$ cat src/rtl/ddr_rd_arbiter.sv
// ddr_rd_arbiter: round-robin read arbiter for the shared DDR AXI read port.
// Four read masters request bursts; one burst is outstanding at a time.
// Ports:
//   ACLK, ARESET          - clock, synchronous active-high reset
//   mN_AR*                - request channel of master N (N = 0..3)
//   mN_R*                 - read-data return to master N
//   axi_ar*               - forwarded request to the DDR controller
//   axi_r*                - read data from the DDR controller
//   grant, busy           - current/last granted master, burst in flight
//   err_len, err_timeout  - one-cycle error pulses
module ddr_rd_arbiter #(
  parameter int unsigned DATA_WIDTH = 256,
  parameter int unsigned ADDR_WIDTH = 28,
  parameter int unsigned TIMEOUT    = 1023
) (
  input  logic                  ACLK,
  input  logic                  ARESET,
  input  logic [3:0]            m0_ARID,
  input  logic [ADDR_WIDTH-1:0] m0_ARADDR,
  input  logic [7:0]            m0_ARLEN,
  input  logic                  m0_ARVALID,
  output logic                  m0_ARREADY,
  output logic [DATA_WIDTH-1:0] m0_RDATA,
  output logic                  m0_RVALID,
  output logic                  m0_RLAST,
  input  logic [3:0]            m1_ARID,
  input  logic [ADDR_WIDTH-1:0] m1_ARADDR,
  input  logic [7:0]            m1_ARLEN,
  input  logic                  m1_ARVALID,
  output logic                  m1_ARREADY,
  output logic [DATA_WIDTH-1:0] m1_RDATA,
  output logic                  m1_RVALID,
  output logic                  m1_RLAST,
  input  logic [3:0]            m2_ARID,
  input  logic [ADDR_WIDTH-1:0] m2_ARADDR,
  input  logic [7:0]            m2_ARLEN,
  input  logic                  m2_ARVALID,
  output logic                  m2_ARREADY,
  output logic [DATA_WIDTH-1:0] m2_RDATA,
  output logic                  m2_RVALID,
  output logic                  m2_RLAST,
  input  logic [3:0]            m3_ARID,
  input  logic [ADDR_WIDTH-1:0] m3_ARADDR,
  input  logic [7:0]            m3_ARLEN,
  input  logic                  m3_ARVALID,
  output logic                  m3_ARREADY,
  output logic [DATA_WIDTH-1:0] m3_RDATA,
  output logic                  m3_RVALID,
  output logic                  m3_RLAST,
  output logic [ADDR_WIDTH-1:0] axi_araddr,
  output logic [3:0]            axi_aruser_id,
  output logic [3:0]            axi_arlen,
  output logic                  axi_aruser_ap,
  output logic                  axi_arvalid,
  input  logic                  axi_arready,
  input  logic [DATA_WIDTH-1:0] axi_rdata,
  input  logic [3:0]            axi_rid,
  input  logic                  axi_rlast,
  input  logic                  axi_rvalid,
  output logic [1:0]            grant,
  output logic                  busy,
  output logic                  err_len,
  output logic                  err_timeout
);

  localparam int unsigned WDOG_W = 10;
  localparam logic [WDOG_W-1:0] WDOG_LAST = WDOG_W'(TIMEOUT - 1);

  typedef enum logic [1:0] {ST_IDLE, ST_ADDR, ST_DATA} state_t;

  state_t                state_q;
  logic [1:0]            grant_q, rr_ptr_q;
  logic [ADDR_WIDTH-1:0] araddr_q;
  logic [3:0]            arid_q, arlen_q, exp_id_q, exp_len_q, beat_cnt_q;
  logic                  arvalid_q, err_len_q, err_timeout_q;
  logic [WDOG_W-1:0]     wdog_q;

  logic [3:0]            req;
  logic [1:0]            pick_d;
  logic [ADDR_WIDTH-1:0] sel_addr_d;
  logic [3:0]            sel_id_d, sel_len_d;
  logic                  beat, ar_hs;

  // ARLEN[7:4] is ignored: bursts are limited to 16 beats
  logic unused_arlen_hi;
  assign unused_arlen_hi = ^{m0_ARLEN[7:4], m1_ARLEN[7:4], m2_ARLEN[7:4], m3_ARLEN[7:4]};

  assign req = {m3_ARVALID, m2_ARVALID, m1_ARVALID, m0_ARVALID};

  // First requester at or after rr_ptr, searching cyclically upward
  always_comb begin
    logic       found;
    logic [1:0] idx;
    found  = 1'b0;
    idx    = rr_ptr_q;
    pick_d = rr_ptr_q;
    for (int i = 0; i < 4; i++) begin
      idx = rr_ptr_q + 2'(i);
      if (!found && req[idx]) begin
        found  = 1'b1;
        pick_d = idx;
      end
    end
  end

  // Request field mux for the winning master
  always_comb begin
    sel_addr_d = m0_ARADDR;
    sel_id_d   = m0_ARID;
    sel_len_d  = m0_ARLEN[3:0];
    case (pick_d)
      2'd1:    begin sel_addr_d = m1_ARADDR; sel_id_d = m1_ARID; sel_len_d = m1_ARLEN[3:0]; end
      2'd2:    begin sel_addr_d = m2_ARADDR; sel_id_d = m2_ARID; sel_len_d = m2_ARLEN[3:0]; end
      2'd3:    begin sel_addr_d = m3_ARADDR; sel_id_d = m3_ARID; sel_len_d = m3_ARLEN[3:0]; end
      default: begin sel_addr_d = m0_ARADDR; sel_id_d = m0_ARID; sel_len_d = m0_ARLEN[3:0]; end
    endcase
  end

  // Beats whose rid differs from the issued ID belong to someone else
  assign beat  = ~ARESET & (state_q == ST_DATA) & axi_rvalid & (axi_rid == exp_id_q);
  assign ar_hs = ~ARESET & (state_q == ST_ADDR) & arvalid_q & axi_arready;

  // Arbiter state machine and registered outputs
  always_ff @(posedge ACLK) begin
    if (ARESET) begin
      state_q       <= ST_IDLE;
      grant_q       <= 2'd0;
      rr_ptr_q      <= 2'd0;
      araddr_q      <= '0;
      arid_q        <= 4'd0;
      arlen_q       <= 4'd0;
      arvalid_q     <= 1'b0;
      exp_id_q      <= 4'd0;
      exp_len_q     <= 4'd0;
      beat_cnt_q    <= 4'd0;
      wdog_q        <= '0;
      err_len_q     <= 1'b0;
      err_timeout_q <= 1'b0;
    end else begin
      err_len_q     <= 1'b0;
      err_timeout_q <= 1'b0;
      case (state_q)
        ST_IDLE: begin
          if (|req) begin
            grant_q   <= pick_d;
            araddr_q  <= sel_addr_d;
            arid_q    <= sel_id_d;
            arlen_q   <= sel_len_d;
            arvalid_q <= 1'b1;
            state_q   <= ST_ADDR;
          end
        end
        ST_ADDR: begin
          if (ar_hs) begin
            arvalid_q  <= 1'b0;
            exp_id_q   <= arid_q;
            exp_len_q  <= arlen_q;
            beat_cnt_q <= 4'd0;
            wdog_q     <= '0;
            state_q    <= ST_DATA;
          end
        end
        ST_DATA: begin
          if (beat) begin
            wdog_q <= '0;
            if (beat_cnt_q != 4'd15) beat_cnt_q <= beat_cnt_q + 4'd1;
            if (axi_rlast) begin
              // beat_cnt_q is the 0-based index of this last beat
              if (beat_cnt_q != exp_len_q) err_len_q <= 1'b1;
              rr_ptr_q <= grant_q + 2'd1;
              state_q  <= ST_IDLE;
            end
          end else if (wdog_q == WDOG_LAST) begin
            // TIMEOUT consecutive cycles without a beat: abandon the burst
            err_timeout_q <= 1'b1;
            rr_ptr_q      <= grant_q + 2'd1;
            state_q       <= ST_IDLE;
          end else begin
            wdog_q <= wdog_q + WDOG_W'(1);
          end
        end
        default: state_q <= ST_IDLE;
      endcase
    end
  end

  assign axi_araddr    = araddr_q;
  assign axi_aruser_id = arid_q;
  assign axi_arlen     = arlen_q;
  assign axi_aruser_ap = 1'b1;
  assign axi_arvalid   = arvalid_q;
  assign grant         = grant_q;
  assign busy          = (state_q != ST_IDLE);
  assign err_len       = err_len_q;
  assign err_timeout   = err_timeout_q;

  assign m0_ARREADY = ar_hs & (grant_q == 2'd0);
  assign m1_ARREADY = ar_hs & (grant_q == 2'd1);
  assign m2_ARREADY = ar_hs & (grant_q == 2'd2);
  assign m3_ARREADY = ar_hs & (grant_q == 2'd3);

  assign m0_RVALID = beat & (grant_q == 2'd0);
  assign m1_RVALID = beat & (grant_q == 2'd1);
  assign m2_RVALID = beat & (grant_q == 2'd2);
  assign m3_RVALID = beat & (grant_q == 2'd3);

  assign m0_RLAST = m0_RVALID & axi_rlast;
  assign m1_RLAST = m1_RVALID & axi_rlast;
  assign m2_RLAST = m2_RVALID & axi_rlast;
  assign m3_RLAST = m3_RVALID & axi_rlast;

  assign m0_RDATA = axi_rdata;
  assign m1_RDATA = axi_rdata;
  assign m2_RDATA = axi_rdata;
  assign m3_RDATA = axi_rdata;

endmodule

$ cat config.mk
export PLATFORM = sky130hd
export DESIGN_NAME = ddr_rd_arbiter
export DESIGN_NICKNAME = d
export VERILOG_FILES = /design/src/rtl/ddr_rd_arbiter.sv
export SDC_FILE = /design/constraint.sdc
export NUM_CORES = 1
export LEC_CHECK = 0
export BUFFER_PORTS_ARGS = -buffer_cell sky130_fd_sc_hd__buf_2
export CORE_AREA = 4 4 581 583
export CTS_BUF_LIST = sky130_fd_sc_hd__clkbuf_16
export DETAILED_ROUTE_END_ITERATION = 6
export DIE_AREA = 0 0 585 587
export GPL_TIMING_DRIVEN = 0
export PLACE_DENSITY_LB_ADDON = 0.2
export SETUP_SLACK_MARGIN = 0.4
export SYNTH_ARGS = -nofsm -noshare
export SYNTH_HDL_FRONTEND = slang
export SYNTH_SLANG_ARGS = --single-unit
$ cat constraint.sdc
create_clock -name ACLK -period 2.55 [get_ports ACLK]
set_input_delay 0.255 -clock ACLK [delete_from_list [all_inputs] [get_ports ACLK]]
set_output_delay 0.255 -clock ACLK [all_outputs]
set_load 0.02 [all_outputs]
==> impl_metrics.ini <==
[run_status]
outcome = finished, final reports clean

[floorplan]
start_util_pct = 3.580
die_height_um = 587
rows = 212
floorplan.io_pins = 1508
placeable_core_region_mm2 = 0.3326
die_area_mm2 = 0.3434
die-width_um = 585

[placed_design]
io_buffer_count = 1234
post-dp-hpwl_mm = 148.1
place_area_mm2 = 0.02367
routabilityCongestion = 0.8235
number_of_cells_after_detailed_placement = 7089

[grt]
antenna_found_initial = 79
grt_start_max_net_pins = 14
grt_overflow_total = 0
global_route_wire_length_before_repair_mm = 185.4
grt_util_all_layers_pct = 8.693
grt_pass1_vias = 13710

[timing]
grt_setup_unrepaired = yes
fmax_ghz = 0.4371
final_max_slew_viol_count = 0
relSlewSlack_pct = 50.11
final_period_minus_worst_setup_slack_ns = 2.288
final_hold_vio_count = 0
final-setup-viol-count = 0
worst-slew-pin-transition_ns = 0.7483
finalCritPeriodShare_pct = 89.71
finalClockSkew_ns = 0.02288
whs_ns = 0.1444

[logic_synthesis]
part_of_the_yosys_area_used_for_sequential_elements_pct = 11.26
ys_warn_count = 0
synth.avg_cell_area_um2 = 8.146
synthesized_netlist_net_count = 1903
netlist_instances = 1462
syn_area_mm2 = 0.01191
synth_top_cell_by_area = buf_4
dominantRegCellSynth = dfxtp_1
postSynth.asyncResetShare_pct = 0
synthDominantCellAreaShare_pct = 65.12
synth.distinct_cells = 56
synth_area_leaders = buf_4 (65%), dfxtp_1 (11%), mux2i_1 (6.6%)
synth-seq-cells = 67
synth_edf_count = 0

[clock_network]
cts_max_path_buffers = 2
cts_hold_buf = 0
clock_pin_slew_on_the_worst_setup_and_hold_paths_ns = 0.08
clkSinkCount = 67
cts_root_buffer = clkbuf_16
clock_tree.htree_level_count = 3
tritoncts.num_buffers = 9
clock_latency_ns = 0.40
tritoncts = yes

[setup_path]
critical_path.top_delay_family = simple AND/OR/NAND/NOR gates
cp_max_fo = 5
arrival_ns = 2.03
crit_path_max_incr_delay_ns = 0.36
cp_slowest_cell = dfxtp_4
crit_path_start_kind = flop
setup.worst_path.start = state_q[0]
timing.critical_path.to_type = primary output
crit-reg2reg-launch = state_q[0]
worst_ep_required_time_ns = 2.30
crit_chain = inv_4 > ha_4 > nor2b_4 > and3_4 > buf_6 > and3_4 > buf_12 > and2_4 > buf_12
worstSetupPathType = reg2out
worstPathBufferInverterCount = 4

[cells_and_area]
stdcell_area_mm2 = 0.02529
final_layout_size_suffix_gt1_share_pct = 89.42
layoutNonFillerInstCount = 7176
seqCellArea_mm2 = 0.001354
flow.area_growth_from_synthesis_pct = 112.3
nNetsFinal = 3195
multi_input_area_mm2 = 0.003153
filler_cell_count = 39240

[worst_hold_path]
hold_crit_start = m1_ARADDR[5]
timing.hold.worst.class = in2reg

[power]
irDropWorstVdd_v = 0.0003221
leakage_uw = 0.01213
power_density_mw_per_mm2 = 349.6

[routing]
route.detailed.drc = 0
detailedRoute.firstIterationViolations = 599
via_count = 13980
detail_route.wirelength_mm = 157.5
detail_route.wl_per_cell_um = 21.95
detail-route-antenna-nets = 0
post_drt_via_cell_ratio = 1.949
first_pass_iters = 4

[job]
max-cap-violations = 0
-- power breakdown --
group / internal (uW) / total [uW] / switching, uW
Clock: 767 / 1480 / 715
Sequential: 1250 / 1430 / 176
Combinational: 2570 / 5930 / 3360
-- per-stage QoR --
step	utilization [%]	power [uW]	setup WS, ns	setup TNS (ns)
finish	7.602	8840	0.2624	0
global route	7.588	9390	0.1544	0
CTS	7.496	9010	0.1895	0
detailed placement	7.115	7034	-1.127	-19.79
global placement	7.087	7040	-1.190	-23.93
floorplan	-	4797	0.5526	0
-- logic make-up after synthesis --
group / Yosys count / synth area share [%]
buffers and inverters: 1068 / 66.77
AND/OR/NAND/NOR: 135 / 5.884
AO/OA/AOI/OAI: 91 / 7.470
multiplexers: 80 / 6.735
flip-flops: 67 / 11.26
adder cells (fa/ha/maj): 12 / 1.261
XOR/XNOR: 8 / 0.5884
other: 1 / 0.03149
-- worst min-delay path, delay by kind of cell --
kind	cells	cell delay, ns
AO/OA/AOI/OAI	1	0.12
buffers and inverters	1	0.08
multiplexers	1	0.07
-- registers in the layout (all words and copies together) (netlist names), 2 cells and up --
name           cells
axi_araddr        28
exp_id_q           4
wdog_q            10
axi_aruser_id      4
state_q            2
grant              2
exp_len_q          4
axi_arlen          4
rr_ptr_q           2
beat_cnt_q         4
-- synthesized netlist by cell type, types with 2 or more instances --
master and instances:
buf_4 1033, mux2i_1 79, nand2_1 70, dfxtp_1 67
o221ai_2 30, inv_1 14, a21oi_1 13, ha_1 12
o21ai_0 11, buf_2 10, nand3_1 10, and2_1 8
xnor2_1 8, buf_6 7, o31ai_1 7, or4_1 7
o221ai_1 6, o211ai_1 5, o21ai_1 5, and3_1 4
and3_2 4, clkbuf_1 4, nor2_1 4, nand4_1 3
nor2b_1 3, or3_1 3, a31oi_1 2, and4_1 2
nand2_2 2, nand3b_1 2, o41ai_1 2
-- final timing paths --
path | endpoint | slack, ns | depth (start not counted)
worst max-delay path | m0_RLAST | 0.26 | 9
worst min-delay path | axi_araddr[5] | 0.14 | 3
worst max register to register | wdog_q[8] | 0.39 | 9
worst min register to register | axi_araddr[6] | 0.46 | 2
-- placed cells by master, fill, tap and decap left out, types with 4 or more instances in the layout --
cell,synthesis,layout
o21ai_0,11,11
clkbuf_16,0,11
buf_2,10,1226
mux2i_1,79,39
or4_1,7,6
diode_2,0,30
buf_12,0,13
and3_2,4,4
and2_4,0,7
nand3_1,10,10
inv_1,14,12
ha_1,12,9
buf_4,1033,1061
buf_6,7,19
a21oi_1,13,12
nor2_1,4,4
o211ai_1,5,5
o221ai_2,30,32
o21ai_1,5,4
dfxtp_1,67,63
mux2i_2,0,15
o31ai_1,7,6
mux2i_4,0,25
xnor2_1,8,6
o221ai_1,6,4
nand2_1,70,69
buf_8,0,7
-- layer usage --
layer / wire length [um] / GRT usage [%] / vias up
met5: 191 / 0 / -
met4: 3956 / 1.998 / 30
met3: 14020 / 2.715 / 118
met2: 73720 / 14.62 / 1088
met1: 65610 / 10.76 / 6439
li1: - / - / 6309
-- cell type report --
| class | count | area share, % |
|---|---|---|
| Inverter | 14 | 0.2276 |
| Buffer | 1054 | 31.93 |
| Multi-Input combinational cell | 327 | 12.47 |
| Clock inverter | 7 | 0.3068 |
| Antenna cell | 30 | 0.2969 |
| Tap cell | 4387 | 21.71 |
| Timing Repair Buffer | 1281 | 26.82 |
| Clock buffer | 9 | 0.8906 |
| Sequential cell | 67 | 5.354 |
-- timing repair --
item                                    CTS  global route
setup buffers                            31             9
cloned                                    1             0
resized for setup                       143            38
pin swaps                                14            11
endpoints found under the setup margin   73            59
(Power assumes the default switching activity.)
